--- config.mk ---
export PLATFORM = sky130hd
export DESIGN_NAME = vischain_ctrl
export DESIGN_NICKNAME = d
export VERILOG_FILES = /design/src/rtl/vischain_ctrl.sv
export SDC_FILE = /design/constraint.sdc
export NUM_CORES = 1
export LEC_CHECK = 0
export ABC_AREA = 1
export BUFFER_PORTS_ARGS = -buffer_cell sky130_fd_sc_hd__buf_2
export CORE_ASPECT_RATIO = 0.75
export CORE_MARGIN = 2
export CORE_UTILIZATION = 40
export CTS_CLUSTER_DIAMETER = 100
export DETAILED_ROUTE_END_ITERATION = 10
export PLACE_DENSITY = 0.69
export SLEW_MARGIN = 20
export SYNTH_ARGS = -nofsm -noshare
export SYNTH_HDL_FRONTEND = slang
export SYNTH_SLANG_ARGS = --single-unit
export TNS_END_PERCENT = 1
--- constraint.sdc ---
create_clock -name clock -period 1.7 [get_ports clock]
set_input_delay 0.17 -clock clock [delete_from_list [all_inputs] [get_ports clock]]
set_output_delay 0.17 -clock clock [all_outputs]
set_load 0.01 [all_outputs]
--- src/rtl/vischain_ctrl.sv ---
// vischain_ctrl: loads a correlator visibility chain on done_i and drains it onto a valid/ready stream
module vischain_ctrl #(
  parameter int LENGTH = 3,
  parameter int WIDTH  = 7,
  parameter int FBITS  = 16
) (
  input  logic             clock,
  input  logic             reset,
  input  logic             done_i,
  output logic             chain_load_o,
  output logic             chain_shift_o,
  input  logic             chain_valid_i,
  input  logic [WIDTH-1:0] chain_data_i,
  output logic             m_tvalid_o,
  input  logic             m_tready_i,
  output logic             m_tlast_o,
  output logic [WIDTH-1:0] m_tdata_o,
  output logic             busy_o,
  output logic             overflow_o,
  output logic [FBITS-1:0] frames_o
);
  localparam int WORDS = 2 * LENGTH;
  localparam int IW = (WORDS > 1) ? $clog2(WORDS) : 1;
  typedef enum logic [1:0] {IDLE, LOAD, DRAIN} state_t;
  state_t state_q, state_d;
  logic [IW-1:0] idx_q, idx_d;
  logic [FBITS-1:0] frames_q, frames_d;
  logic overflow_q, overflow_d;
  logic hs, last_hs;
  always_ff @(posedge clock) begin
    if (reset) begin
      state_q    <= IDLE;
      idx_q      <= '0;
      frames_q   <= '0;
      overflow_q <= 1'b0;
    end else begin
      state_q    <= state_d;
      idx_q      <= idx_d;
      frames_q   <= frames_d;
      overflow_q <= overflow_d;
    end
  end
  // A strobe landing on the final handshake relaunches instead of being dropped.
  always_comb begin
    state_d = state_q == IDLE  ? (done_i ? LOAD : IDLE) :
              state_q == LOAD  ? DRAIN :
              state_q == DRAIN ? (last_hs ? (done_i ? LOAD : IDLE) : DRAIN) :
              IDLE;
    idx_d = (state_q == LOAD || last_hs) ? '0 : hs ? idx_q + 1'b1 : idx_q;
    frames_d = frames_q + FBITS'(last_hs);
    overflow_d = overflow_q | (done_i & (state_q != IDLE) & ~last_hs);
  end
  always_comb begin
    chain_load_o  = state_q == LOAD;
    m_tvalid_o    = (state_q == DRAIN) & chain_valid_i;
    m_tdata_o     = chain_data_i;
    m_tlast_o     = m_tvalid_o & (idx_q == IW'(WORDS - 1));
    hs            = m_tvalid_o & m_tready_i;
    last_hs       = hs & m_tlast_o;
    chain_shift_o = hs;
    busy_o        = state_q != IDLE;
    overflow_o    = overflow_q;
    frames_o      = frames_q;
  end
endmodule

==> reports/qor.yml <==
outcome:
  status: "finished with violations"
  violations: "negative setup slack"
cells_and_area:
  instances_no_fill: 229
  fin_area_sq_um: 1490
  n_antenna_cell: 0
  fin_nets: 210
  layout-drive-gt1-share_pct: 33.2
  area_growth_pct: 27.5
  n_fill_cell: 260
  fin_util_pct: 55.1
sta:
  final-setup-viol-count: 3
  setup_ws_ns: -0.0167
  tightest_slew_ns: 0.352
  max_slew_margin_pct: 76.5
  fmax_ghz: 0.583
  rsz0062_at_grt: "yes"
  clock-skew-final_ns: 0.00724
  drv_slew: 0
  hold_viol_final: 0
  finalCriticalPeriod_ns: 1.72
  finalCritPeriodShare_pct: 101
synthesis:
  synth.most_common_cell: "nand2_1"
  synth_edf_count: 0
  synthCells: 165
  synth_top_cells_by_area: "dfxtp_1 38%, nand2_1 12%, inv_1 8.0%"
  ys_seq_area_share_pct: 37.7
  synth_fp_nets: 181
  synthAdderAreaFrac_pct: 4.28
  synth_xor_area_share_pct: 2.25
  syn_avg_cell_area_sq_um: 7.08
  ys.flop_type: "dfxtp_1"
  synth.distinct_cells: 20
  synth_area_sq_um: 1170
  synth_common_cells: "38 x nand2_1, 25 x inv_1, 22 x dfxtp_1, 21 x nor2_1, 10 x a21oi_1"
  ys_ff_latch: 22
  ys_warn_count: 0
  synth-compound-area-share_pct: 7.07
  synth_top_family_by_area: "simple AND/OR/NAND/NOR gates"
  synth_top_area_share_pct: 37.7
  synth_area_leader_cell: "dfxtp_1"
  async_flop_share_pct: 0
  synth-simple-area-share_pct: 34.9
  synth_mux_area_share_pct: 0
clocking:
  cts_buffer_depth: 2
  clock_latency_ns: 0.26
  clockRootBuffer: "clkbuf_8"
  htree_levels: 1
  cts_sinks: 22
  cts_buffers: 3
  cts.clk_slew.worst_paths_ns: 0.08
  cts_tree: "built"
  cts_setup_buffers: 0
worst_setup_path:
  cp_data_arrival_time_ns: 1.86
  cpPeakStageDelay_ns: 0.33
  worstPathRequired_ns: 1.85
  cp_max_fo: 3
  crit_path_cell_trace: "inv_2 -> ha_4 -> nand2_4 -> nor2_4 -> nand2_2 -> inv_2 -> ha_4 -> ha_4 -> nand3_4 -> nor2_4 -> nand3_2 -> nand2_1 -> a21oi_1"
  path_class: "reg2reg"
  cp_slowest_cell: "dfxtp_2"
  cp-end-kind: "register"
  critPathMostFrequentCell: "ha_4"
  startpoint_type: "register"
grt:
  overflow: 0
  grt_usage_pct: 17.0
  antenna_found_initial: 0
  grt-busiest-layer: "met2"
  use_met2_pct: 25.8
  use_met3_pct: 5.07
  grt_max_degree: 14
  grt.met1_usage_pct: 23.2
  grt_pass1_wl_um: 4320
  grt_pass1_vias: 965
drt:
  drcViolationCount: 0
  drt_iter0_markers: 80
  wl_per_cell_um: 11.6
  viasPerCell: 4.72
  dr.pass1.iters: 5
  detail-route-antenna-nets: 0
  drt-total-wl_um: 2660
  vias: 1080
power_and_ir_drop:
  report.power.total_mw: 1.08
  ir_drop_uv: 641
  leakage_nw: 0.648
  p_per_area_nw_per_um2: 723
die:
  start_util_pct: 43.2
  dieHeight_um: 50.8
  io_pins: 41
  die_w_um: 66.4
  dieArea_sq_um: 3370
  core-area_sq_um: 2700
  row_count: 16
placed_design:
  placed_area_sq_um: 1360
  portBuffers: 26
  place_congestion: 0.880
  post-place-ws_ns: -0.0777
  hpwlAfterDp_um: 1970
  placedCellCount: 225
job:
  cap_viol_max_count: 0
worst_hold_path:
  hold_path.class: "in2reg"
[per-layer routing]
metal	routed length (um)	vias to the layer above
met5	0	-
met3	179	6
li1	-	565
met4	27	0
met1	1330	473
met2	1120	36
[power by group]
part	leakage (nW)	switching (mW)	internal, mW	total (mW)
logic	0.434	0.0392	0.0253	0.0644
clock network	0.0357	0.173	0.314	0.487
registers	0.179	0.00442	0.521	0.526
[cell type report]
cell class	count	area, sq um	area share [%]
repair buffers	33	183	12.3
multi-input cells	108	646	43.3
inverters	26	103	6.88
clock buffers	3	41.3	2.77
well taps	36	45.0	3.02
flip-flops and latches	22	443	29.7
clock inverters	1	30.0	2.02
[worst max-delay path: cells and delay by family, from the launching register on]
family / cells / cell delay (ns)
compound gates: 1 / 0.06
fa+ha+maj: 3 / 0.43
buf+inv: 2 / 0.14
flops: 1 / 0.33
simple gates: 7 / 0.62
[cells by family (layout without fill, tap and decap cells)]
group                    Yosys count  count (layout)
AND/OR/NAND/NOR                   85              85
buffers and inverters             35              63
flip-flops                        22              22
AO/OA/AOI/OAI                     16              16
adder cells (fa/ha/maj)            4               4
XOR/XNOR                           3               3
[path summary, 6_finish.rpt]
| check | cells past startpoint | slack (ns) | endpoint | start |
|---|---|---|---|---|
| min reg2reg | 2 | 0.46 | overflow_o | overflow_o |
| max reg2reg | 13 | -0.02 | frames_o[14] | idx_q[1] |
| min | 3 | 0.16 | state_q[0] | done_i |
| max | 13 | -0.02 | frames_o[14] | idx_q[1] |
[sequential cells by signal, summed over array words and instances, names as in the netlist]
name and cells:
state_q 2, frames_o 16, idx_q 3, overflow_o 1
[what timing repair did]
| item | 4_1_cts | 5_1_grt |
|---|---|---|
| gates resized for setup | 5 | 12 |
| pin swaps | 1 | 7 |
| hold buffers | 0 | 0 |
| setup endpoints to repair | 9 | 12 |
[placed cells by master (no fill, tap or decap), types with 3 or more instances in the layout]
master     n
a21oi_1   10
xnor2_1    3
nand3_2    3
ha_4       3
clkbuf_8   3
inv_1     21
nor2_4     4
nand4_1    4
nand3_1    7
buf_4      7
inv_2      4
dfxtp_1   20
o21ai_0    4
buf_2     26
nor2_1    20
nor2_2     4
nand2_1   35
[per-stage QoR]
| stage | setup TNS [ns] | hold WS, ns |
|---|---|---|
| finish | -0.0366 | 0.163 |
| global route | -0.895 | 0.168 |
| CTS | 0 | 0.154 |
| detailed placement | -0.166 | 0.340 |
| global placement | -0.0335 | 0.340 |
| floorplan | 0 | 0.311 |
(Power assumes the default switching activity.)
